### src/rtl/mem_arbiter.sv
`default_nettype none
// ============================================================================
// Module      : mem_arbiter
// Description : Two-port to one-port cache-line memory arbiter. Port A
//               (instruction cache) and port B (data cache) share one
//               physical memory port. A single transaction is in flight
//               at a time. After each completion, one DONE cycle masks the
//               request that the served cache may still be holding.
//
//               Optional feature macro: ARB_ROUND_ROBIN_EN
//                 undefined : fixed priority, B wins a simultaneous request
//                 defined   : a last-served flag grants the port that was
//                             not served last (flag resets to B)
//
// Ports       : clk, rst_n                        clock, async active-low reset
//               mem_read_x / mem_write_x          line read / write-back request
//               mem_address_x / mem_wdata_x       line address / write data
//               mem_rdata_x / mem_resp_x          read data / completion pulse
//                                                 (x = a, b)
//               pmem_read / pmem_write            physical memory request
//               pmem_address / pmem_wdata         physical memory addr / data
//               pmem_rdata / pmem_resp            physical memory data / done
//
// Revision    : 1.0 - initial release
// ============================================================================
module mem_arbiter #(
    parameter int ADDR_W = 32,
    parameter int LINE_W = 256
) (
    input  logic              clk,
    input  logic              rst_n,

    input  logic              mem_read_a,
    input  logic              mem_write_a,
    input  logic [ADDR_W-1:0] mem_address_a,
    input  logic [LINE_W-1:0] mem_wdata_a,
    output logic [LINE_W-1:0] mem_rdata_a,
    output logic              mem_resp_a,

    input  logic              mem_read_b,
    input  logic              mem_write_b,
    input  logic [ADDR_W-1:0] mem_address_b,
    input  logic [LINE_W-1:0] mem_wdata_b,
    output logic [LINE_W-1:0] mem_rdata_b,
    output logic              mem_resp_b,

    output logic              pmem_read,
    output logic              pmem_write,
    output logic [ADDR_W-1:0] pmem_address,
    output logic [LINE_W-1:0] pmem_wdata,
    input  logic [LINE_W-1:0] pmem_rdata,
    input  logic              pmem_resp
);

    typedef enum logic [1:0] {
        IDLE   = 2'd0,
        BUSY_A = 2'd1,
        BUSY_B = 2'd2,
        DONE   = 2'd3
    } state_t;

    state_t              state_q;
    logic                pmem_read_q;
    logic                pmem_write_q;
    logic [ADDR_W-1:0]   pmem_address_q;
    logic [LINE_W-1:0]   pmem_wdata_q;

    logic                req_a_w;
    logic                req_b_w;
    logic                grant_b_d;

    assign req_a_w = mem_read_a | mem_write_a;
    assign req_b_w = mem_read_b | mem_write_b;

`ifdef ARB_ROUND_ROBIN_EN
    // 1 = port B was served most recently; on a tie the other port wins.
    logic last_b_q;
    assign grant_b_d = req_b_w & (~req_a_w | ~last_b_q);
`else
    assign grant_b_d = req_b_w;
`endif

    always_ff @(posedge clk or negedge rst_n) begin
        if (!rst_n) begin
            state_q        <= IDLE;
            pmem_read_q    <= 1'b0;
            pmem_write_q   <= 1'b0;
            pmem_address_q <= '0;
            pmem_wdata_q   <= '0;
`ifdef ARB_ROUND_ROBIN_EN
            last_b_q       <= 1'b1;
`endif
        end else begin
            case (state_q)
                IDLE: begin
                    if (req_a_w | req_b_w) begin
                        // Write wins when read and write are both high.
                        if (grant_b_d) begin
                            state_q        <= BUSY_B;
                            pmem_write_q   <= mem_write_b;
                            pmem_read_q    <= mem_read_b & ~mem_write_b;
                            pmem_address_q <= mem_address_b;
                            pmem_wdata_q   <= mem_wdata_b;
                        end else begin
                            state_q        <= BUSY_A;
                            pmem_write_q   <= mem_write_a;
                            pmem_read_q    <= mem_read_a & ~mem_write_a;
                            pmem_address_q <= mem_address_a;
                            pmem_wdata_q   <= mem_wdata_a;
                        end
`ifdef ARB_ROUND_ROBIN_EN
                        last_b_q <= grant_b_d;
`endif
                    end
                end
                BUSY_A, BUSY_B: begin
                    // Registered request is frozen until memory completes.
                    if (pmem_resp) begin
                        state_q      <= DONE;
                        pmem_read_q  <= 1'b0;
                        pmem_write_q <= 1'b0;
                    end
                end
                DONE: begin
                    state_q <= IDLE;
                end
                default: begin
                    state_q <= IDLE;
                end
            endcase
        end
    end

    // Completion is forwarded combinationally to the granted port only;
    // a response arriving in IDLE/DONE therefore reaches no port.
    assign mem_resp_a  = (state_q == BUSY_A) & pmem_resp;
    assign mem_resp_b  = (state_q == BUSY_B) & pmem_resp;
    assign mem_rdata_a = mem_resp_a ? pmem_rdata : '0;
    assign mem_rdata_b = mem_resp_b ? pmem_rdata : '0;

    assign pmem_read    = pmem_read_q;
    assign pmem_write   = pmem_write_q;
    assign pmem_address = pmem_address_q;
    assign pmem_wdata   = pmem_wdata_q;

endmodule
`default_nettype wire

### config.mk
export PLATFORM = sky130hd
export DESIGN_NAME = mem_arbiter
export DESIGN_NICKNAME = d
export VERILOG_FILES = /design/src/rtl/mem_arbiter.sv
export SDC_FILE = /design/constraint.sdc
export NUM_CORES = 1
export LEC_CHECK = 0
export BUFFER_PORTS_ARGS = -buffer_cell sky130_fd_sc_hd__buf_4
export CORE_AREA = 2 2 645 647
export CTS_CLUSTER_DIAMETER = 50
export DETAILED_ROUTE_END_ITERATION = 7
export DIE_AREA = 0 0 647 649
export PLACE_DENSITY = 0.3
export SLEW_MARGIN = 20
export SYNTH_ARGS = -nofsm -noshare
export SYNTH_HDL_FRONTEND = slang
export SYNTH_SLANG_ARGS = --single-unit
export TNS_END_PERCENT = 1
### constraint.sdc
create_clock -name clk -period 2.1 [get_ports clk]
set_clock_uncertainty 0.15 [all_clocks]
set_input_delay 0.315 -clock clk [delete_from_list [all_inputs] [get_ports clk]]
set_output_delay 0.315 -clock clk [all_outputs]
set_load 0.01 [all_outputs]
==> flow_metrics.env, run 1 <==
export IMPL_wire_per_inst_um=31.0
export IMPL_netlist_top_cells_count="and3_1, dfrtp_1, nand2_1"
export IMPL_internal_power_mw=31.1
export IMPL_grt_pass1_vias=27400
export IMPL_die_width_um=647
export IMPL_cts_tree="yes"
export IMPL_p_sw_share_pct=44.9
export IMPL_clk_pin_slew_ps=50
export IMPL_drt_drc_violations_left=0
export IMPL_synth_top_area_share_pct=42.7
export IMPL_hold_violations=0
export IMPL_syn_nets=2748
export IMPL_p_per_area_nw_per_um2=1130
export IMPL_rsz0062_at_grt="true"
export IMPL_p_switching_mw=25.4
export IMPL_cp_end_kind="output port"
export IMPL_rows=236
export IMPL_ff_latch_area_um2=7310
export IMPL_post_route_min_period_ps=2850
export IMPL_post_route_period_util_pct=136
export IMPL_critPathLaunchType="register"
export IMPL_ys_seq_elements=292
export IMPL_antenna_found_initial=219
export IMPL_leakage_nw=22.5
export IMPL_critPathCapture="mem_rdata_b[148]"
export IMPL_hold_path_class="primary input to async pin"
export IMPL_max_stage_delay_ps=400
export IMPL_yosysUniqueCellTypes=25
export IMPL_post_place_ws_ps=-459
export IMPL_yosysMostFrequentCell="and3_1"
export IMPL_cts_root_buf="clkbuf_16"
export IMPL_synth_warnings=0
export IMPL_seqPwrFrac_pct=18.4
export IMPL_clk_latency_ps=720
export IMPL_tns_ps=-319310
export IMPL_grt_start_max_net_pins=113
export IMPL_area_delta_synth_final_pct=191
export IMPL_clockPowerShare_pct=22.5
export IMPL_htreeDepth=3
export IMPL_startpoint="state_q[0]$_DFFE_PN0P_"
export IMPL_drtPass1Iterations=5
export IMPL_syn_area_um2=17100
export IMPL_gp_congestion=0.929
export IMPL_avgSynthCellArea_um2=8.98
export IMPL_reg2regPathDepth=9
export IMPL_io_buffers=1642
export IMPL_crit_type="register to output port"
export IMPL_numCtsBuffers=77
export IMPL_cp_common_cell="buf_4"
export IMPL_drv_slew=0
export IMPL_dp_hpwl_um=274000
export IMPL_synth_seq_area_share_pct=42.7
export IMPL_dieArea_um2=420000
export IMPL_fmax_mhz=350
export IMPL_fill_cells=47400
export IMPL_async_flop_share_pct=100
export IMPL_drive_gt1_share_pct=53.7
export IMPL_cts_max_path_buffers=4
export IMPL_crit_chain="inv_2 -> ha_4 -> buf_16 -> buf_4 -> and3_1 -> buf_4"
export IMPL_routed_wl_um=308000
export IMPL_syn_inst=1905
export IMPL_power_share_combinational_pct=59.1
export IMPL_ys_flop_type="dfrtp_1"
export IMPL_ioPinCount=1643
export IMPL_yosys_area_top_type="dfrtp_1"
export IMPL_cp_max_fo=16
export IMPL_status="finished with violations"
export IMPL_grt_overflow=0
export IMPL_initial_core_util_pct=4.15
export IMPL_drtIter0Drc=1692
export IMPL_tightestPinTransition_ps=792
export IMPL_setup_viol=514
export IMPL_setup_ws_ps=-754
export IMPL_reg2reg_to="pmem_wdata[131]$_DFFE_PN0P_"
export IMPL_slowest_stage="dfrtp_1"
export IMPL_crit_reg2reg_launch="state_q[1]$_DFFE_PN0P_"
export IMPL_r2r_setup_slack_ps=120
export IMPL_track_usage_pct=14.0
export IMPL_violations="negative setup slack"
export IMPL_viasPerCell=2.71
export IMPL_worst_ep_arrival_time_ps=2390
export IMPL_ant_nets=0
export IMPL_multi_input_area_um2=10100
export IMPL_synth_area_leaders="dfrtp_1, and3_1, mux2i_1"
export IMPL_max_cap_violations=0
export IMPL_relSlewSlack_pct=45.7
export IMPL_core_area_um2=413000
export IMPL_die_h_um=649
export IMPL_ir_drop_v=0.000612
export IMPL_timing_hold_ws_ps=91.9
export IMPL_vias=26900
export IMPL_cts_sinks=292
export IMPL_finalNetCount=5143
export IMPL_grt_pass1_wl_um=368000
export IMPL_worstPathRequired_ps=1630
export IMPL_synth_edf_count=0
metal layers:
layer  vias to the layer above  GRT usage (%)  part of all wire [%]
met5                         -              0                  0.29
met4                       132           4.18                   3.2
met3                       444           8.77                    14
met2                      1435           22.5                    45
met1                     13200           15.2                    37
li1                      11700              -                     -
worst max-delay path: cells and delay by family, from the launching register on:
family        cells  cell delay [ps]
flops             1              400
buf+inv           4              700
fa+ha+maj         1              170
simple gates      1              330
through the flow:
| stage | utilization, % | power, mW | std cells | area [µm²] |
|---|---|---|---|---|
| 5_1_grt | 12.1 | 60.4 | 9877 | 49800 |
| 6_report | 12.1 | 56.4 | 9911 | 49900 |
| 3_5_place_dp | 9.17 | 39.9 | 9076 | 37800 |
| 4_1_cts | 11.8 | 57.6 | 9826 | 48600 |
| 3_3_place_gp | 9.17 | 39.9 | 9076 | 37800 |
| 2_1_floorplan | - | 19.0 | 1905 | 17100 |
flip-flops by register name (all words and copies together) (netlist names):
name          count
pmem_wdata      256
pmem_address     32
state_q           2
pmem_read         1
pmem_write        1
cell usage in the layout (no fill, tap or decap), types with 2 or more instances in the layout:
cell           Yosys  final
buf_12             0     60
inv_2              0      2
clkinvlp_4         0     12
inv_1              4      2
o21ai_1          207    207
inv_6              0     11
clkbuf_1         139      2
buf_16             0     20
buf_8              0     18
a21oi_1            3      3
clkinv_2           0      9
diode_2            0     80
clkinv_4           0      2
clkbuf_16          0     79
buf_6             13    269
buf_4             14   1580
dfrtp_1          292    292
and3_1           512    264
and3_2             0      3
o21ai_0           82     82
dlygate4sd3_1      0    575
o22a_1             2      2
clkbuf_8           0     12
ha_4               0      3
a31oi_1            2      2
mux2i_1          288    288
and3_4             0    245
nand2_1          289    289
bufinv_16          0     11
how the worst min path moves through the flow:
| stage | slack [ps] | to | cells after the start |
|---|---|---|---|
| 6_report | 90 | pmem_wdata[112]$_DFFE_PN0P_ | 3 |
| 3_3_place_gp | 90 | pmem_wdata[88]$_DFFE_PN0P_ | 1 |
| 3_5_place_dp | 90 | pmem_wdata[88]$_DFFE_PN0P_ | 1 |
| 4_1_cts | 20 | pmem_wdata[112]$_DFFE_PN0P_ | 3 |
| 2_1_floorplan | -130 | pmem_address[0]$_DFFE_PN0P_ | 0 |
| 5_1_grt | 70 | pmem_wdata[112]$_DFFE_PN0P_ | 3 |
cell type report:
class                           instances  share of cell area (%)
Tap cell                             5474                    13.7
Inverter                                4                  0.0301
Sequential cell                       292                    14.6
Multi-Input combinational cell       1400                    20.2
Clock buffer                           91                    4.21
Timing Repair Buffer                 2525                    45.6
Clock inverter                         45                    1.16
Antenna cell                           80                   0.401
power groups by stage:
stage	clock (mW)	sequential (mW)	combinational (mW)
6_report	12.7	10.4	33.3
5_1_grt	13.4	10.8	36.1
4_1_cts	13.3	10.5	33.9
3_5_place_dp	0	10.4	29.5
3_3_place_gp	0	10.4	29.5
2_1_floorplan	0	11.2	7.79
cells by family (layout without fill, tap and decap cells):
kind of cell             after synthesis  in the layout  share of synthesized area, %
adder cells (fa/ha/maj)                4              4                         0.292
AO/OA/AOI/OAI                        301            301                          9.02
AND/OR/NAND/NOR                      807            807                          25.3
multiplexers                         288            288                          16.8
buffers and inverters                213           2665                          5.86
other                                  0             80                             0
flip-flops                           292            292                          42.7
what timing repair did:
action	CTS	global route
buffers inserted	26	1
setup endpoints to repair	516	571
hold endpoints to repair	581	0
gates resized for setup	446	220
gates cloned	14	4
pin swaps	3	4
hold buffers	576	0
Power figures use the tool's default switching activity.
==> run 2: changes to the inputs <==
--- a/config.mk
+++ b/config.mk
@@ -10,9 +10,10 @@
 export CTS_CLUSTER_DIAMETER = 50
 export DETAILED_ROUTE_END_ITERATION = 7
 export DIE_AREA = 0 0 647 649
+export HOLD_SLACK_MARGIN = 0.12
 export PLACE_DENSITY = 0.3
 export SLEW_MARGIN = 20
 export SYNTH_ARGS = -nofsm -noshare
 export SYNTH_HDL_FRONTEND = slang
 export SYNTH_SLANG_ARGS = --single-unit
-export TNS_END_PERCENT = 1
+export TNS_END_PERCENT = 10
==> flow_metrics.env, run 2 (synthesized netlist as in run 1, its figures left out) <==
export IMPL_status="finished with violations"
export IMPL_violations="negative setup slack"
export IMPL_wire_per_inst_um=31.2
export IMPL_setup_viol=514
export IMPL_ioPinCount=1643
export IMPL_cts_tree="yes"
export IMPL_core_area_um2=413000
export IMPL_finalNetCount=5164
export IMPL_worst_ep_arrival_time_ps=2370
export IMPL_dieArea_um2=420000
export IMPL_cts_root_buf="clkbuf_16"
export IMPL_cts_max_path_buffers=4
export IMPL_grt_overflow=0
export IMPL_dp_hpwl_um=274000
export IMPL_drv_slew=0
export IMPL_fill_cells=47300
export IMPL_ant_nets=0
export IMPL_clk_latency_ps=730
export IMPL_htreeDepth=3
export IMPL_rsz0062_at_grt="true"
export IMPL_post_route_period_util_pct=135
export IMPL_die_h_um=649
export IMPL_leakage_nw=22.7
export IMPL_p_per_area_nw_per_um2=1140
export IMPL_post_place_ws_ps=-459
export IMPL_rows=236
export IMPL_fmax_mhz=352
export IMPL_timing_hold_ws_ps=129
export IMPL_antenna_found_initial=239
export IMPL_power_mw=56.8
export IMPL_area_delta_synth_final_pct=192
export IMPL_viasPerCell=2.74
export IMPL_cp_max_fo=8
export IMPL_numCtsBuffers=77
export IMPL_critPathLaunchType="register"
export IMPL_routed_wl_um=310000
export IMPL_drive_gt1_share_pct=53.2
export IMPL_vias=27200
export IMPL_hold_violations=0
export IMPL_placed_area_um2=37800
export IMPL_final_cell_area_um2=49900
export IMPL_drtPass1Iterations=5
export IMPL_drtIter0Drc=1777
export IMPL_worstPathRequired_ps=1630
export IMPL_post_route_min_period_ps=2840
export IMPL_gp_congestion=0.929
export IMPL_multi_input_area_um2=9940
export IMPL_hold_path_class="primary input to register"
export IMPL_grt_pass1_vias=27500
export IMPL_initial_core_util_pct=4.15
export IMPL_clk_pin_slew_ps=40
export IMPL_grt_start_max_net_pins=113
export IMPL_grt_pass1_wl_um=368000
export IMPL_fin_util_pct=12.1
export IMPL_relSlewSlack_pct=47.9
export IMPL_tightestPinTransition_ps=760
export IMPL_track_usage_pct=14.1
export IMPL_cp_end_kind="output port"
export IMPL_io_buffers=1642
export IMPL_setup_ws_ps=-740
export IMPL_crit_type="register to output port"
export IMPL_max_cap_violations=0
export IMPL_ff_latch_area_um2=7310
export IMPL_ir_drop_v=0.000604
export IMPL_mostFrequentLayoutCells="buf_4, dlygate4sd3_1, dfrtp_1, nand2_1, and3_1"
export IMPL_drt_drc_violations_left=0
export IMPL_die_width_um=647
export IMPL_largest_reg_flops=256
export IMPL_layout_commonest_cell="buf_4"
export IMPL_cts_sinks=292
run 2: what timing repair did:
item                                   in CTS  in global routing
buffers inserted                           26                  6
gates cloned                               14                 12
gates resized for setup                   465                160
pin swaps                                   3                  2
endpoints found under the hold margin     583                  6
hold buffers                              580                  7
setup endpoints to repair                 516                672
run 2: layout make-up:
class	count	area share, %
Antenna cell	78	0.391
Clock buffer	91	4.20
Clock inverter	45	1.16
Inverter	4	0.0301
Multi-Input combinational cell	1400	19.9
Sequential cell	292	14.6
Tap cell	5474	13.7
Timing Repair Buffer	2546	45.9
run 2: worst max-delay path: stages (launching register included):
cell and delay (ps):
dfrtp_1 400, buf_6 130, ha_4 160, buf_12 150
buf_16 170, buf_12 150, buf_16 140, and3_4 170
buf_6 120
run 2: path summary, 6_finish.rpt:
kind                                             start                            to  slack [ps]  depth (start not counted)
max                             state_q[0]$_DFFE_PN0P_               mem_rdata_a[76]        -740                          8
min in group asynchronous                        rst_n   pmem_wdata[112]$_DFFE_PN0P_         640                          4
min                                  mem_address_a[14]  pmem_address[14]$_DFFE_PN0P_         130                          4
min reg2reg                pmem_wdata[107]$_DFFE_PN0P_   pmem_wdata[107]$_DFFE_PN0P_         330                          2
max in group asynchronous                        rst_n  pmem_address[30]$_DFFE_PN0P_         640                          5
max reg2reg                     state_q[1]$_DFFE_PN0P_   pmem_wdata[135]$_DFFE_PN0P_         110                          8
run 2: per-layer routing:
metal,share of wire (%),track usage (%),vias to the layer above
li1,-,-,11700
met1,37,15.2,13300
met2,46,22.9,1564
met3,15,8.83,449
met4,2.8,3.63,144
met5,0.31,0,-
run 2: stage by stage:
step                TNS, ps  std cells
global route        -381490       9891
finish              -327700       9930
global placement     -46150       9076
floorplan                 0       1905
CTS                 -395100       9830
detailed placement   -50010       9076
run 2: report_power, final:
group	internal, mW	total (mW)	switching, mW
Sequential	8.47	10.4	1.90
Clock	8.48	12.7	4.25
Combinational	14.2	33.7	19.4
Total	31.2	56.8	25.6
